[src/rtl/hazard_if.sv]
// Datapath <-> hazard controller signal bundle for the 5-stage pipeline.
// master = datapath side, slave = hazard_ctrl side.
interface hazard_if #(
   parameter int unsigned CNT_W = 32
);
   logic [4:0]       rd_addr1d;
   logic [4:0]       rd_addr2d;
   logic [4:0]       rd_addr1e;
   logic [4:0]       rd_addr2e;
   logic [4:0]       wr_addre;
   logic [1:0]       result_sgne;
   logic [4:0]       wr_addrm;
   logic             regwr_sgnm;
   logic [4:0]       wr_addrw;
   logic             regwr_sgnw;
   logic             pcsrce;
   logic             mem_req_m;
   logic             mem_ready;

   logic [1:0]       fwd_ae;
   logic [1:0]       fwd_be;
   logic             stallf;
   logic             stalld;
   logic             stalle;
   logic             stallm;
   logic             flushd;
   logic             flushe;
   logic             flushw;
   logic             mem_abort;
   logic             mem_err;
   logic [CNT_W-1:0] stall_cnt;
   logic [CNT_W-1:0] flush_cnt;

   modport master (
      output rd_addr1d, rd_addr2d, rd_addr1e, rd_addr2e, wr_addre, result_sgne,
             wr_addrm, regwr_sgnm, wr_addrw, regwr_sgnw, pcsrce, mem_req_m, mem_ready,
      input  fwd_ae, fwd_be, stallf, stalld, stalle, stallm, flushd, flushe, flushw,
             mem_abort, mem_err, stall_cnt, flush_cnt
   );

   modport slave (
      input  rd_addr1d, rd_addr2d, rd_addr1e, rd_addr2e, wr_addre, result_sgne,
             wr_addrm, regwr_sgnm, wr_addrw, regwr_sgnw, pcsrce, mem_req_m, mem_ready,
      output fwd_ae, fwd_be, stallf, stalld, stalle, stallm, flushd, flushe, flushw,
             mem_abort, mem_err, stall_cnt, flush_cnt
   );
endinterface

[src/rtl/hazard_ctrl.sv]
// Forwarding, load-use stall, redirect flush and memory-wait freeze control
// for the 5-stage pipeline, with stall/flush event counters.
module hazard_ctrl #(
   parameter int unsigned MEM_TIMEOUT = 16,
   parameter int unsigned CNT_W       = 32
) (
   input logic    clk,
   input logic    rst,
   hazard_if.slave hz
);

   localparam int unsigned WAIT_W = $clog2(MEM_TIMEOUT);
   localparam logic [WAIT_W-1:0] WAIT_MAX = WAIT_W'(MEM_TIMEOUT - 1);

   typedef enum logic {RUN, MEMWAIT} state_t;

   state_t             state_q, state_d;
   logic [WAIT_W-1:0]  wait_cnt_q, wait_cnt_d;
   logic               mem_abort_q, mem_abort_d;
   logic               mem_err_q, mem_err_d;
   logic [CNT_W-1:0]   stall_cnt_q, flush_cnt_q;

   logic               lwstall;
   logic               memstall;

   // M stage has priority: it holds the younger result for the same register.
   function automatic logic [1:0] fwd_sel(input logic [4:0] rs,
                                          input logic       wr_m, input logic [4:0] rd_m,
                                          input logic       wr_w, input logic [4:0] rd_w);
      if (wr_m && rd_m != 5'd0 && rd_m == rs)      return 2'b10;
      else if (wr_w && rd_w != 5'd0 && rd_w == rs) return 2'b01;
      else                                         return 2'b00;
   endfunction

   assign lwstall  = (hz.result_sgne == 2'b01) && (hz.wr_addre != 5'd0) &&
                     ((hz.wr_addre == hz.rd_addr1d) || (hz.wr_addre == hz.rd_addr2d));
   assign memstall = hz.mem_req_m && !hz.mem_ready && !mem_abort_q;

   always_comb begin
      // NOTE: every output gets a default first so no latch is inferred on any path.
      state_d     = state_q;
      wait_cnt_d  = wait_cnt_q;
      mem_abort_d = 1'b0;
      mem_err_d   = mem_err_q;
      hz.fwd_ae   = 2'b00;
      hz.fwd_be   = 2'b00;
      hz.stallf   = 1'b0;
      hz.stalld   = 1'b0;
      hz.stalle   = 1'b0;
      hz.stallm   = 1'b0;
      hz.flushd   = 1'b0;
      hz.flushe   = 1'b0;
      hz.flushw   = 1'b0;

      unique case (state_q)
         RUN: begin
            if (memstall) begin
               state_d    = MEMWAIT;
               wait_cnt_d = WAIT_W'(1);
            end
         end
         MEMWAIT: begin
            if (!memstall) begin
               state_d    = RUN;
               wait_cnt_d = '0;
            end else if (wait_cnt_q == WAIT_MAX) begin
               state_d     = RUN;
               wait_cnt_d  = '0;
               mem_abort_d = 1'b1;
               mem_err_d   = 1'b1;
            end else begin
               wait_cnt_d = wait_cnt_q + WAIT_W'(1);
            end
         end
         default: begin
            state_d    = RUN;
            wait_cnt_d = '0;
         end
      endcase

      if (rst) begin
         hz.flushd = 1'b1;
         hz.flushe = 1'b1;
      end else begin
         hz.fwd_ae = fwd_sel(hz.rd_addr1e, hz.regwr_sgnm, hz.wr_addrm, hz.regwr_sgnw, hz.wr_addrw);
         hz.fwd_be = fwd_sel(hz.rd_addr2e, hz.regwr_sgnm, hz.wr_addrm, hz.regwr_sgnw, hz.wr_addrw);
         if (memstall) begin
            // Freeze wins over redirect; stalle keeps pcsrce alive until release.
            hz.stallf = 1'b1;
            hz.stalld = 1'b1;
            hz.stalle = 1'b1;
            hz.stallm = 1'b1;
            hz.flushw = 1'b1;
         end else begin
            hz.stallf = lwstall;
            hz.stalld = lwstall;
            hz.flushe = lwstall | hz.pcsrce;
            hz.flushd = hz.pcsrce;
         end
      end
   end

   // NOTE: non-blocking assignments for all state so every register samples pre-edge values.
   always_ff @(posedge clk) begin
      if (rst) begin
         state_q     <= RUN;
         wait_cnt_q  <= '0;
         mem_abort_q <= 1'b0;
         mem_err_q   <= 1'b0;
         stall_cnt_q <= '0;
         flush_cnt_q <= '0;
      end else begin
         state_q     <= state_d;
         wait_cnt_q  <= wait_cnt_d;
         mem_abort_q <= mem_abort_d;
         mem_err_q   <= mem_err_d;
         if (hz.stallf) stall_cnt_q <= stall_cnt_q + CNT_W'(1);
         if (hz.flushe) flush_cnt_q <= flush_cnt_q + CNT_W'(1);
      end
   end

   assign hz.mem_abort = mem_abort_q;
   assign hz.mem_err   = mem_err_q;
   assign hz.stall_cnt = stall_cnt_q;
   assign hz.flush_cnt = flush_cnt_q;

endmodule

[src/flat_wrapper.sv]
// flat-port wrapper written by rule: the top's interface ports become plain ports
module hazard_ctrl_flat 
#(
   parameter int unsigned MEM_TIMEOUT = 16,
   parameter int unsigned CNT_W       = 32
)
  (clk, rst, hz_rd_addr1d, hz_rd_addr2d, hz_rd_addr1e, hz_rd_addr2e, hz_wr_addre, hz_result_sgne, hz_wr_addrm, hz_regwr_sgnm, hz_wr_addrw, hz_regwr_sgnw, hz_pcsrce, hz_mem_req_m, hz_mem_ready, hz_fwd_ae, hz_fwd_be, hz_stallf, hz_stalld, hz_stalle, hz_stallm, hz_flushd, hz_flushe, hz_flushw, hz_mem_abort, hz_mem_err, hz_stall_cnt, hz_flush_cnt);
  hazard_if #(.CNT_W(CNT_W)) hz_i ();
  input logic clk;
  input logic rst;
  input wire logic [$bits(hz_i.rd_addr1d)-1:0] hz_rd_addr1d;
  input wire logic [$bits(hz_i.rd_addr2d)-1:0] hz_rd_addr2d;
  input wire logic [$bits(hz_i.rd_addr1e)-1:0] hz_rd_addr1e;
  input wire logic [$bits(hz_i.rd_addr2e)-1:0] hz_rd_addr2e;
  input wire logic [$bits(hz_i.wr_addre)-1:0] hz_wr_addre;
  input wire logic [$bits(hz_i.result_sgne)-1:0] hz_result_sgne;
  input wire logic [$bits(hz_i.wr_addrm)-1:0] hz_wr_addrm;
  input wire logic [$bits(hz_i.regwr_sgnm)-1:0] hz_regwr_sgnm;
  input wire logic [$bits(hz_i.wr_addrw)-1:0] hz_wr_addrw;
  input wire logic [$bits(hz_i.regwr_sgnw)-1:0] hz_regwr_sgnw;
  input wire logic [$bits(hz_i.pcsrce)-1:0] hz_pcsrce;
  input wire logic [$bits(hz_i.mem_req_m)-1:0] hz_mem_req_m;
  input wire logic [$bits(hz_i.mem_ready)-1:0] hz_mem_ready;
  output wire logic [$bits(hz_i.fwd_ae)-1:0] hz_fwd_ae;
  output wire logic [$bits(hz_i.fwd_be)-1:0] hz_fwd_be;
  output wire logic [$bits(hz_i.stallf)-1:0] hz_stallf;
  output wire logic [$bits(hz_i.stalld)-1:0] hz_stalld;
  output wire logic [$bits(hz_i.stalle)-1:0] hz_stalle;
  output wire logic [$bits(hz_i.stallm)-1:0] hz_stallm;
  output wire logic [$bits(hz_i.flushd)-1:0] hz_flushd;
  output wire logic [$bits(hz_i.flushe)-1:0] hz_flushe;
  output wire logic [$bits(hz_i.flushw)-1:0] hz_flushw;
  output wire logic [$bits(hz_i.mem_abort)-1:0] hz_mem_abort;
  output wire logic [$bits(hz_i.mem_err)-1:0] hz_mem_err;
  output wire logic [$bits(hz_i.stall_cnt)-1:0] hz_stall_cnt;
  output wire logic [$bits(hz_i.flush_cnt)-1:0] hz_flush_cnt;
  assign hz_i.rd_addr1d = hz_rd_addr1d;
  assign hz_i.rd_addr2d = hz_rd_addr2d;
  assign hz_i.rd_addr1e = hz_rd_addr1e;
  assign hz_i.rd_addr2e = hz_rd_addr2e;
  assign hz_i.wr_addre = hz_wr_addre;
  assign hz_i.result_sgne = hz_result_sgne;
  assign hz_i.wr_addrm = hz_wr_addrm;
  assign hz_i.regwr_sgnm = hz_regwr_sgnm;
  assign hz_i.wr_addrw = hz_wr_addrw;
  assign hz_i.regwr_sgnw = hz_regwr_sgnw;
  assign hz_i.pcsrce = hz_pcsrce;
  assign hz_i.mem_req_m = hz_mem_req_m;
  assign hz_i.mem_ready = hz_mem_ready;
  assign hz_fwd_ae = hz_i.fwd_ae;
  assign hz_fwd_be = hz_i.fwd_be;
  assign hz_stallf = hz_i.stallf;
  assign hz_stalld = hz_i.stalld;
  assign hz_stalle = hz_i.stalle;
  assign hz_stallm = hz_i.stallm;
  assign hz_flushd = hz_i.flushd;
  assign hz_flushe = hz_i.flushe;
  assign hz_flushw = hz_i.flushw;
  assign hz_mem_abort = hz_i.mem_abort;
  assign hz_mem_err = hz_i.mem_err;
  assign hz_stall_cnt = hz_i.stall_cnt;
  assign hz_flush_cnt = hz_i.flush_cnt;
  hazard_ctrl #(.MEM_TIMEOUT(MEM_TIMEOUT), .CNT_W(CNT_W)) u_core (.clk(clk), .rst(rst), .hz(hz_i));
endmodule
[config.mk]
export PLATFORM = sky130hd
export DESIGN_NAME = hazard_ctrl_flat
export DESIGN_NICKNAME = d
export VERILOG_FILES = /design/src/rtl/hazard_if.sv /design/src/rtl/hazard_ctrl.sv /design/src/flat_wrapper.sv
export SDC_FILE = /design/constraint.sdc
export NUM_CORES = 1
export LEC_CHECK = 0
export BUFFER_PORTS_ARGS = -buffer_cell sky130_fd_sc_hd__buf_2
export CORE_MARGIN = 10
export CORE_UTILIZATION = 55
export CTS_CLUSTER_SIZE = 30
export DETAILED_ROUTE_END_ITERATION = 16
export PLACE_DENSITY = 0.85
export SKIP_LAST_GASP = 1
export SYNTH_ARGS = -nofsm -noshare
export SYNTH_HDL_FRONTEND = slang
export SYNTH_SLANG_ARGS = --single-unit
[constraint.sdc]
create_clock -name clk -period 4.2 [get_ports clk]
set_input_delay 0.84 -clock clk [delete_from_list [all_inputs] [get_ports clk]]
set_output_delay 0.84 -clock clk [all_outputs]
set_load 0.005 [all_outputs]
## Word-level counts from Yosys, hierarchy flattened

Cells that the tools add are included.

- Bits in registers: 71
- Output and inout bits: 77

- $add $sub $neg: 3
- Eq/ne operators: 9
- Muxes and demuxes: 22
- Bitwise logic cells: 3
- Reduce and logical (&&, ||, !) cells: 18

Operators with widths:

| cell | count |
|---|---|
| $add A32 B1 Y32 const B | 2 |
| $eq A5 B5 Y1 | 6 |
| $reduce_bool A5 Y1 | 3 |
| $mux W1 | 13 |
| $mux W4 | 3 |
| $logic_and A1 B1 Y1 | 10 |
| $mux W2 | 4 |
| $pmux W4 S2 | 1 |
| $add A4 B1 Y4 const B | 1 |
| $eq A4 B4 Y1 const B | 1 |
| $reduce_and A3 Y1 | 1 |
| $reduce_or A3 Y1 | 1 |
| $eq A2 B1 Y1 const B | 1 |
| $logic_not A1 Y1 | 2 |
| $ne A2 B1 Y1 const B | 1 |
| $not A1 Y1 | 2 |
| $pmux W1 S2 | 1 |
| $logic_or A1 B1 Y1 | 1 |
| $or A1 B1 Y1 | 1 |

## Longest topological paths before layout

Gate-level depths: netlist of run 1.

- Depth after elaboration: 6
- Depth in mapped cells: 8
- Depth with buffers taken out: 7

## Least setup slack after synthesis of run 1

Ideal clock, no wire load.

- Kind: input port to output port
- Start: in hz_wr_addre[0]
- End: out hz_stallf
- Arrival time: 2.352 ns
- Data required time: 3.360 ns
- Setup slack: 1.008 ns
- Stages on the path: 8
- Path buffers: 3
- Cells stage by stage: or4_1 > nor2_1 > nor3b_2 > a21oi_2 > buf_2 > buf_2 > nor2_1 > buf_4

- Longest elaborated chain between the ends: 5

Ends and longest elaborated chain:

| element | RTL line | source |
|---|---|---|
| start, declared | flat_wrapper.sv:15 | `input wire logic [$bits(hz_i.wr_addre)-1:0] hz_wr_addre;` |
| $eq A5 B5 Y1 / $reduce_bool A5 Y1 (equally long branches) | hazard_ctrl.sv:36, hazard_ctrl.sv:35 |  |
| $logic_or A1 B1 Y1 / $logic_and A1 B1 Y1 (equally long branches) | hazard_ctrl.sv:36, hazard_ctrl.sv:35 |  |
| $logic_and A1 B1 Y1 (*) | hazard_ctrl.sv:35 | `assign lwstall = (hz.result_sgne == 2'b01) && (hz.wr_addre != 5'd0) &&` |
| $mux W1 (*) (2 in series) | - |  |
| end, declared | flat_wrapper.sv:26 | `output wire logic [$bits(hz_i.stallf)-1:0] hz_stallf;` |

Every way passes the cells marked *; elsewhere a longest branch is shown, timed or not.

## Worst setup path after layout of run 1

- Start: in hz_wr_addre[0]
- End: out hz_stallf

- Longest elaborated chain between the ends: 5

Ends and longest elaborated chain:

| element | RTL line | source |
|---|---|---|
| $eq A5 B5 Y1 / $reduce_bool A5 Y1 (equally long branches) | hazard_ctrl.sv:36, hazard_ctrl.sv:35 |  |
| $logic_or A1 B1 Y1 / $logic_and A1 B1 Y1 (equally long branches) | hazard_ctrl.sv:36, hazard_ctrl.sv:35 |  |
| $logic_and A1 B1 Y1 (*) | hazard_ctrl.sv:35 |  |
| $mux W1 (*) | hazard_ctrl.sv:87 | `if (memstall) begin` |
| $mux W1 (*) | hazard_ctrl.sv:81 | `if (rst) begin` |

Marked as above.

==> results of run 1 <==
## cell type report
type                    count  area, µm²
clock buffers              12        145
clock inverters             4       45.0
fillers                   584       2110
inverters                  10       37.5
multi-input cells         366       2350
flip-flops and latches     71       1420
well taps                  96        120
repair buffers            125        638
## synth_stat cells, types with 12 or more instances
cell type,number
nand2_1,32
dfxtp_1,71
o31ai_1,39
nand3_1,30
or4_1,43
clkbuf_1,14
nor2_1,14
or3_1,18
and3_1,12
xnor2_1,22
a21oi_1,63
o21ai_0,21
## worst reg2reg max path, cell delays in order (launching register included)
cell and delay, ns:
dfxtp_1 0.32, or3b_1 0.49, and2_1 0.25, a31oi_4 0.87
buf_4 0.32, mux2i_1 0.19, nor2_1 0.05
## metrics by stage
stage	cells	setup WS (ns)	power (mW)	util (%)	area, µm²
CTS	684	0.920	1.36	69.3	4760
global route	684	0.780	1.40	69.3	4760
detailed placement	668	0.883	0.827	66.5	4570
floorplan	477	1.01	0.779	-	3950
finish	684	0.911	1.35	69.3	4760
global placement	668	0.940	0.823	66.5	4570
## path summary, 6_finish.rpt
kind	to	slack, ns	cells after the start
hold reg to reg	u_core.hz.mem_err$_SDFFE_PP0P_	0.46	1
setup / recovery	hz_stallf	0.91	7
hold / removal	u_core.hz.mem_err$_SDFFE_PP0P_	0.46	1
setup reg to reg	u_core.hz.flush_cnt[1]$_SDFFE_PP0P_	1.55	6
## state kept, by name (all words and copies together) (netlist names)
| register | cells |
|---|---|
| u_core.hz.flush_cnt | 32 |
| u_core.hz.stall_cnt | 32 |
| u_core.wait_cnt_q | 4 |
| u_core.hz.mem_abort | 1 |
| u_core.hz.mem_err | 1 |
| u_core.state_q | 1 |
## logic make-up after synthesis
kind of cell / share of synthesized area, %
muxes: 0.792
xor gates and xnor gates: 7.10
DFF: 36.0
and+or+nand+nor: 29.6
buffers and inverters: 4.91
adders and majority gates: 0.951
AOI/OAI and AO/OA: 20.7
## per-layer routing
metal	global-route usage [%]	vias to the layer above	wire length [µm]	part of all wire, %
met5	0	-	0	0
met4	5.69	0	108	1.0
met3	5.84	13	676	6.2
met2	31.2	108	5200	48
met1	21.9	1960	4830	45
li1	-	2041	-	-
## power groups by stage
stage	Clock [mW]	Sequential [mW]	Combinational, mW
floorplan	0	0.698	0.0801
global placement	0	0.699	0.124
detailed placement	0	0.699	0.128
CTS	0.543	0.684	0.128
global route	0.576	0.684	0.141
finish	0.537	0.684	0.128
==> impl_results.html, run 1 <==
<table>
<tr><th>Metric</th><th>Value</th></tr>
<tr><th colspan="2">Die</th></tr>
<tr><td>X dimension of the die</td><td>105 µm</td></tr>
<tr><td>Area of the die</td><td>11,000 µm²</td></tr>
<tr><td>Starting Density</td><td>57.5%</td></tr>
<tr><td>Number of top-level pins</td><td>121</td></tr>
<tr><td>Placeable core region</td><td>6870 µm²</td></tr>
<tr><td>Vertical die dimension</td><td>105 µm</td></tr>
<tr><td>Rows</td><td>30</td></tr>
<tr><th colspan="2">Logic synthesis</th></tr>
<tr><td>Share of the synthesized area in the top cell type</td><td>36.0%</td></tr>
<tr><td>Cell taking the most area after synthesis</td><td>dfxtp_1</td></tr>
<tr><td>Number of flops mapped to enable cells by yosys</td><td>0</td></tr>
<tr><td>Synth cell types</td><td>50</td></tr>
<tr><td>Largest cells by area after synthesis</td><td>dfxtp_1 (36%), or4_1 (8.2%), a21oi_1 (8.0%), o31ai_1 (7.4%), xnor2_1 (4.9%)</td></tr>
<tr><td>Syn Area/Cell</td><td>8.28 µm²</td></tr>
<tr><td>Sequential element share of the synthesized area</td><td>36.0%</td></tr>
<tr><td>Most frequently used flop master after synthesis</td><td>dfxtp_1</td></tr>
<tr><td>Synthesized instance count</td><td>477</td></tr>
<tr><td>Syn Std Cell Area</td><td>3950 µm²</td></tr>
<tr><td>Async S/R FF share, synth</td><td>0%</td></tr>
<tr><td>Synth Register Bits</td><td>71</td></tr>
<tr><td>Post-Syn Nets</td><td>524</td></tr>
<tr><td>Synth warn</td><td>0</td></tr>
<tr><th colspan="2">Setup path</th></tr>
<tr><td>Signal arrival time at the worst endpoint</td><td>2.45 ns</td></tr>
<tr><td>Start point of the critical path</td><td>hz_wr_addre[0]</td></tr>
<tr><td>Data required, critical path</td><td>3.36 ns</td></tr>
<tr><td>CP Class</td><td>primary input to output pin</td></tr>
<tr><td>Biggest fanout along the worst timing path</td><td>24</td></tr>
<tr><td>Source of the worst register-to-register timing path</td><td>u_core.hz.mem_abort$_SDFF_PP0_</td></tr>
<tr><td>Largest stage delay, worst path</td><td>0.51 ns</td></tr>
<tr><td>Largest delay contributor family on the critical path</td><td>simple AND/OR/NAND/NOR gates</td></tr>
<tr><td>Nature of the critical path endpoint</td><td>output pin</td></tr>
<tr><td>Cells along the critical path</td><td>buf_2 &gt; or4_1 &gt; nor2_1 &gt; nor3b_2 &gt; a21oi_4 &gt; nor2_1 &gt; buf_2</td></tr>
<tr><td>Buffer and inverter count on the worst path</td><td>2</td></tr>
<tr><td>Worst setup SP type</td><td>primary input</td></tr>
<tr><td>Slowest stage cell, crit path</td><td>or4_1</td></tr>
<tr><th colspan="2">Global route</th></tr>
<tr><td>Via count of the first global-routing pass</td><td>3,931</td></tr>
<tr><td>Pin count of the biggest net entering global routing</td><td>55</td></tr>
<tr><td>Global-route usage over all layers</td><td>18.5%</td></tr>
<tr><td>Remaining global-route overflow</td><td>0</td></tr>
<tr><td>Global-route wire length before repair</td><td>17.7 mm</td></tr>
<tr><td>Number of antenna violations at the first check in global routing</td><td>0</td></tr>
<tr><th colspan="2">Power and ir drop</th></tr>
<tr><td>Fraction of power spent switching nets</td><td>24.5%</td></tr>
<tr><td>Relative contribution of combinational cells to total power</td><td>9.5%</td></tr>
<tr><td>Register share of total power</td><td>50.7%</td></tr>
<tr><td>Total leakage power</td><td>1.80 nW</td></tr>
<tr><td>Share of total power in the clock network</td><td>39.8%</td></tr>
<tr><td>Ratio of total power to cell area</td><td>284 nW/µm²</td></tr>
<tr><td>Peak supply drop</td><td>0.000175 V</td></tr>
<tr><td>Net switching power</td><td>0.331 mW</td></tr>
<tr><td>Internal power summed over all cells</td><td>1.02 mW</td></tr>
<tr><th colspan="2">Place</th></tr>
<tr><td>Post-detailed-placement half-perimeter wirelength</td><td>8.00 mm</td></tr>
<tr><td>Port bufs</td><td>120</td></tr>
<tr><td>Routability Congestion</td><td>0.821</td></tr>
<tr><th colspan="2">Clock tree</th></tr>
<tr><td>Clock tree from TritonCTS</td><td>done</td></tr>
<tr><td>Maximum level of the CTS H-tree</td><td>3</td></tr>
<tr><td>Clock latency at the later pin of the worst-skew pair</td><td>0.35 ns</td></tr>
<tr><td>Clk buf depth</td><td>2</td></tr>
<tr><td>Post-CTS setup repair buffer count</td><td>0</td></tr>
<tr><td>Num CTS Buffers</td><td>9</td></tr>
<tr><td>Post-CTS Hold Buffers</td><td>0</td></tr>
<tr><td>Root Buffer Master</td><td>clkbuf_8</td></tr>
<tr><td>CTS clock-pin slew for the worst setup and hold paths</td><td>0.07 ns</td></tr>
<tr><td>Clock sinks</td><td>71</td></tr>
<tr><td>Cells resized by post-CTS repair</td><td>0</td></tr>
<tr><th colspan="2">Final layout</th></tr>
<tr><td>Fraction of final layout cells with drive strength greater than 1</td><td>25.7%</td></tr>
<tr><td>Count of inserted antenna diode cells</td><td>0</td></tr>
<tr><td>Final layout net count</td><td>630</td></tr>
<tr><td>Layout Area Growth over Synthesis</td><td>20.5%</td></tr>
<tr><td>Leading cell types in the layout, fill and taps excluded</td><td>buf_2 (120), dfxtp_1 (71), a21oi_1 (63)</td></tr>
<tr><td>Commonest non-fill, non-tap cell in the layout</td><td>buf_2</td></tr>
<tr><th colspan="2">Worst hold path</th></tr>
<tr><td>Launch instance of the worst min-delay path</td><td>u_core.hz.mem_err$_SDFFE_PP0P_</td></tr>
<tr><td>Path class of the lowest-slack min-delay path</td><td>flip-flop to flip-flop</td></tr>
<tr><th colspan="2">STA</th></tr>
<tr><td>Final critical path time including I/O delays and setup</td><td>3.29 ns</td></tr>
<tr><td>Endpoints failing hold</td><td>0</td></tr>
<tr><td>Worst hold slack</td><td>0.456 ns</td></tr>
<tr><td>Number of max-slew violations in the final report</td><td>0</td></tr>
<tr><td>RSZ-0062 raised after global routing</td><td>false</td></tr>
<tr><td>Timing-limited maximum frequency</td><td>0.304 GHz</td></tr>
<tr><td>Total of endpoints with negative setup slack in the final report</td><td>0</td></tr>
<tr><td>Relative slew slack</td><td>25.1%</td></tr>
<tr><td>Worst clock skew</td><td>0.00902 ns</td></tr>
<tr><td>Setup tns final</td><td>0 ns</td></tr>
<tr><td>Tcrit/Tclk final</td><td>78.3%</td></tr>
<tr><td>Transition time at the pin with the least slew margin</td><td>1.12 ns</td></tr>
<tr><th colspan="2">Routing</th></tr>
<tr><td>Via density</td><td>6.03</td></tr>
<tr><td>Via count</td><td>4,122</td></tr>
<tr><td>DRC marker count from the first detailed-route iteration</td><td>156</td></tr>
<tr><td>Count of nets left with antenna violations after detail routing</td><td>0</td></tr>
<tr><td>Drt drc</td><td>0</td></tr>
<tr><td>Drt pass-1 iters</td><td>5</td></tr>
<tr><td>Total wirelength of the detailed-routed design</td><td>10.8 mm</td></tr>
<tr><td>Wire per inst</td><td>15.8 µm</td></tr>
<tr><th colspan="2">Run status</th></tr>
<tr><td>Result of the run</td><td>finished clean</td></tr>
<tr><th colspan="2">Run</th></tr>
<tr><td>Total of max-cap violations</td><td>0</td></tr>
</table>
Note: power is estimated with default switching activity, not from simulation.
==> inputs of run 2 (changes only) <==
--- a/config.mk
+++ b/config.mk
@@ -7,10 +7,10 @@
 export LEC_CHECK = 0
 export BUFFER_PORTS_ARGS = -buffer_cell sky130_fd_sc_hd__buf_2
 export CORE_MARGIN = 10
-export CORE_UTILIZATION = 55
+export CORE_UTILIZATION = 52
 export CTS_CLUSTER_SIZE = 30
 export DETAILED_ROUTE_END_ITERATION = 16
-export PLACE_DENSITY = 0.85
+export PLACE_DENSITY = 0.81
 export SKIP_LAST_GASP = 1
 export SYNTH_ARGS = -nofsm -noshare
 export SYNTH_HDL_FRONTEND = slang
==> constraint.sdc (replaced) <==
create_clock -name clk -period 3.1 [get_ports clk]
set_input_delay 0.62 -clock clk [delete_from_list [all_inputs] [get_ports clk]]
set_output_delay 0.62 -clock clk [all_outputs]
set_load 0.005 [all_outputs]
==> run 2 against run 1 <==
Combinational power grew 41%; register-to-register slack lost 0.84 ns; global-route usage shrank 0.35 points; clock skew shrank 0.0020 ns; sequential share of layout area is essentially flat; final cell count grew 0.58%; critical path type unchanged.
==> impl_results.html, run 2 (synthesis gave the netlist of run 1 again) <==
<table>
<tr><th>Metric</th><th>Value</th></tr>
<tr><th colspan="2">Run status</th></tr>
<tr><td>Result of the run</td><td>finished clean</td></tr>
<tr><th colspan="2">Place</th></tr>
<tr><td>Port bufs</td><td>120 (unchanged)</td></tr>
<tr><td>Placed inst area</td><td>4600 µm² (+0.68%)</td></tr>
<tr><td>Post-detailed-placement half-perimeter wirelength</td><td>8.09 mm (+1.1%)</td></tr>
<tr><td>Routability Congestion</td><td>0.791 (-3.6%)</td></tr>
<tr><th colspan="2">STA</th></tr>
<tr><td>Transition time at the pin with the least slew margin</td><td>0.559 ns (-0.564 ns)</td></tr>
<tr><td>Worst clock skew</td><td>0.00704 ns (-0.00198 ns)</td></tr>
<tr><td>Endpoints failing hold</td><td>0 (unchanged)</td></tr>
<tr><td>Total of endpoints with negative setup slack in the final report</td><td>0 (unchanged)</td></tr>
<tr><td>Tcrit/Tclk final</td><td>88.8%</td></tr>
<tr><td>Setup tns final</td><td>0 ns (unchanged)</td></tr>
<tr><td>Relative slew slack</td><td>62.4% (+37 points)</td></tr>
<tr><td>RSZ-0062 raised after global routing</td><td>false</td></tr>
<tr><td>Final critical path time including I/O delays and setup</td><td>2.75 ns</td></tr>
<tr><td>Number of max-slew violations in the final report</td><td>0 (unchanged)</td></tr>
<tr><td>Timing-limited maximum frequency</td><td>0.363 GHz</td></tr>
<tr><th colspan="2">Setup path</th></tr>
<tr><td>Slowest stage cell, crit path</td><td>or4_1</td></tr>
<tr><td>Biggest fanout along the worst timing path</td><td>4 (-83%)</td></tr>
<tr><td>Cells along the critical path</td><td>buf_2 &gt; or4_1 &gt; o21ai_0 &gt; nor3_1 &gt; nor4_1 &gt; buf_2</td></tr>
<tr><td>Data required, critical path</td><td>2.48 ns (-0.88 ns)</td></tr>
<tr><td>Cell depth of the worst setup path</td><td>6 (-1)</td></tr>
<tr><td>Worst setup SP type</td><td>primary input</td></tr>
<tr><td>Buffer and inverter count on the worst path</td><td>2 (unchanged)</td></tr>
<tr><td>Nature of the critical path endpoint</td><td>output pin</td></tr>
<tr><td>Number of cells on the worst reg-to-reg path</td><td>6 (unchanged)</td></tr>
<tr><td>Register-to-register setup slack</td><td>0.71 ns (-0.84 ns)</td></tr>
<tr><td>CP Class</td><td>primary input to output pin</td></tr>
<tr><td>Largest delay contributor family on the critical path</td><td>simple AND/OR/NAND/NOR gates</td></tr>
<tr><td>End point of the critical path</td><td>hz_fwd_ae[0]</td></tr>
<tr><td>Signal arrival time at the worst endpoint</td><td>2.13 ns (-0.32 ns)</td></tr>
<tr><td>Crit-path most repeated cell</td><td>buf_2</td></tr>
<tr><td>Start point of the critical path</td><td>hz_wr_addrm[0]</td></tr>
<tr><td>Source of the worst register-to-register timing path</td><td>u_core.hz.stall_cnt[3]$_SDFFE_PP0P_</td></tr>
<tr><td>Capture instance of the worst register-to-register path</td><td>u_core.hz.stall_cnt[27]$_SDFFE_PP0P_</td></tr>
<tr><td>Largest stage delay, worst path</td><td>0.50 ns (about the same)</td></tr>
<tr><th colspan="2">Final layout</th></tr>
<tr><td>Count of inserted antenna diode cells</td><td>0 (unchanged)</td></tr>
<tr><td>Leading cell types in the layout, fill and taps excluded</td><td>buf_2 (120), dfxtp_1 (71), a21oi_1 (63)</td></tr>
<tr><td>Layout Area Growth over Synthesis</td><td>20.6%</td></tr>
<tr><td>Commonest non-fill, non-tap cell in the layout</td><td>buf_2</td></tr>
<tr><td>Fraction of final layout cells with drive strength greater than 1</td><td>25.8% (+0.13 points)</td></tr>
<tr><td>Final layout net count</td><td>632 (+0.32%)</td></tr>
<tr><td>Final cell area excluding filler cells</td><td>4760 µm² (+0.13%)</td></tr>
<tr><th colspan="2">Clock tree</th></tr>
<tr><td>Post-CTS Hold Buffers</td><td>0 (unchanged)</td></tr>
<tr><td>Num CTS Buffers</td><td>9 (unchanged)</td></tr>
<tr><td>Clock tree from TritonCTS</td><td>done</td></tr>
<tr><td>Post-CTS setup repair buffer count</td><td>0 (unchanged)</td></tr>
<tr><td>Clk buf depth</td><td>2 (unchanged)</td></tr>
<tr><td>Cells resized by post-CTS repair</td><td>0 (unchanged)</td></tr>
<tr><td>CTS clock-pin slew for the worst setup and hold paths</td><td>0.07 ns (about the same)</td></tr>
<tr><td>Clock latency at the later pin of the worst-skew pair</td><td>0.34 ns (about the same)</td></tr>
<tr><td>Maximum level of the CTS H-tree</td><td>3 (unchanged)</td></tr>
<tr><td>Root Buffer Master</td><td>clkbuf_8</td></tr>
<tr><td>Clock sinks</td><td>71 (unchanged)</td></tr>
<tr><th colspan="2">Global route</th></tr>
<tr><td>Remaining global-route overflow</td><td>0 (unchanged)</td></tr>
<tr><td>Number of antenna violations at the first check in global routing</td><td>0 (unchanged)</td></tr>
<tr><td>Global-route wire length before repair</td><td>17.8 mm (+0.62%)</td></tr>
<tr><td>Global-route usage over all layers</td><td>18.2% (-0.35 points)</td></tr>
<tr><td>Via count of the first global-routing pass</td><td>3,874 (-1.5%)</td></tr>
<tr><td>Pin count of the biggest net entering global routing</td><td>63 (+15%)</td></tr>
<tr><th colspan="2">Routing</th></tr>
<tr><td>Via density</td><td>5.99 (-0.56%)</td></tr>
<tr><td>Drt drc</td><td>0 (unchanged)</td></tr>
<tr><td>Drt pass-1 iters</td><td>4 (-1)</td></tr>
<tr><td>Count of nets left with antenna violations after detail routing</td><td>0 (unchanged)</td></tr>
<tr><td>Via count</td><td>4,123 (+0.024%)</td></tr>
<tr><td>Total wirelength of the detailed-routed design</td><td>10.8 mm (+0.20%)</td></tr>
<tr><td>Wire per inst</td><td>15.8 µm (-0.38%)</td></tr>
<tr><td>DRC marker count from the first detailed-route iteration</td><td>180 (+15%)</td></tr>
<tr><th colspan="2">Power and ir drop</th></tr>
<tr><td>Total leakage power</td><td>1.79 nW (-0.41%)</td></tr>
<tr><td>Peak supply drop</td><td>0.000173 V (-0.99%)</td></tr>
<tr><td>Ratio of total power to cell area</td><td>369 nW/µm² (+30%)</td></tr>
<tr><td>Overall power consumption</td><td>1.76 mW (+30%)</td></tr>
<tr><th colspan="2">Die</th></tr>
<tr><td>X dimension of the die</td><td>107 µm (+2.3%)</td></tr>
<tr><td>Area of the die</td><td>11,500 µm² (+4.7%)</td></tr>
<tr><td>Vertical die dimension</td><td>107 µm (+2.3%)</td></tr>
<tr><td>Number of top-level pins</td><td>121 (unchanged)</td></tr>
<tr><td>Rows</td><td>31 (+3.3%)</td></tr>
<tr><td>Starting Density</td><td>53.9% (-3.6 points)</td></tr>
<tr><td>Placeable core region</td><td>7330 µm² (+6.7%)</td></tr>
<tr><th colspan="2">Worst hold path</th></tr>
<tr><td>Path class of the lowest-slack min-delay path</td><td>flip-flop to flip-flop</td></tr>
<tr><td>Launch instance of the worst min-delay path</td><td>u_core.hz.mem_err$_SDFFE_PP0P_</td></tr>
<tr><th colspan="2">Run</th></tr>
<tr><td>Total of max-cap violations</td><td>0 (unchanged)</td></tr>
</table>
-- run 2: cell types whose count changed in the layout (fill, tap and decap cells not counted) --
cell        change
buf_12          +1
clkinv_2        -2
clkinvlp_4      +2
buf_4           +1
bufinv_16       -1
-- run 2: worst min-delay path by stage --
stage	cells after the start	endpoint	slack, ns
6_report	1	u_core.hz.mem_err$_SDFFE_PP0P_	0.47
5_1_grt	1	u_core.hz.mem_err$_SDFFE_PP0P_	0.48
3_5_place_dp	1	u_core.hz.mem_err$_SDFFE_PP0P_	0.46
2_1_floorplan	2	u_core.wait_cnt_q[1]$_SDFFE_PP0P_	0.45
3_3_place_gp	1	u_core.hz.mem_err$_SDFFE_PP0P_	0.44
4_1_cts	1	u_core.hz.mem_err$_SDFFE_PP0P_	0.48
-- run 2: area by class of cell --
| cell class | count | area [µm²] |
|---|---|---|
| Inverter | 10 | 37.5 |
| Clock inverter | 3 | 20.0 |
| Multi-Input combinational cell | 366 | 2350 |
| Tap cell | 99 | 124 |
| Timing Repair Buffer | 127 | 666 |
| Clock buffer | 12 | 145 |
| Fill cell | 638 | 2570 |
| Sequential cell | 71 | 1420 |
-- run 2: per-stage QoR --
stage,instances,setup WS [ns],utilization (%),hold WS (ns)
final,688,0.347,65.0,0.472
after global routing,688,0.217,65.0,0.481
after CTS,688,0.328,65.0,0.476
after detailed placement,673,0.328,62.7,0.457
after global placement,673,0.378,62.7,0.440
after floorplan,477,0.348,-,0.449
-- run 2: report_power, final --
part / total (mW) / internal, mW / switching [mW] / leakage [nW]
clock: 0.651 / 0.307 / 0.344 / 0.0785
sequential: 0.927 / 0.918 / 0.00950 / 0.573
combinational: 0.180 / 0.0755 / 0.104 / 1.14
-- run 2: routing by layer --
metal / track usage (%) / share of wire [%] / vias up
li1: - / - / 2042
met1: 21.9 / 44 / 1950
met2: 29.7 / 47 / 121
met3: 5.75 / 6.7 / 10
met4: 6.38 / 1.5 / 0
met5: 0 / 0 / -
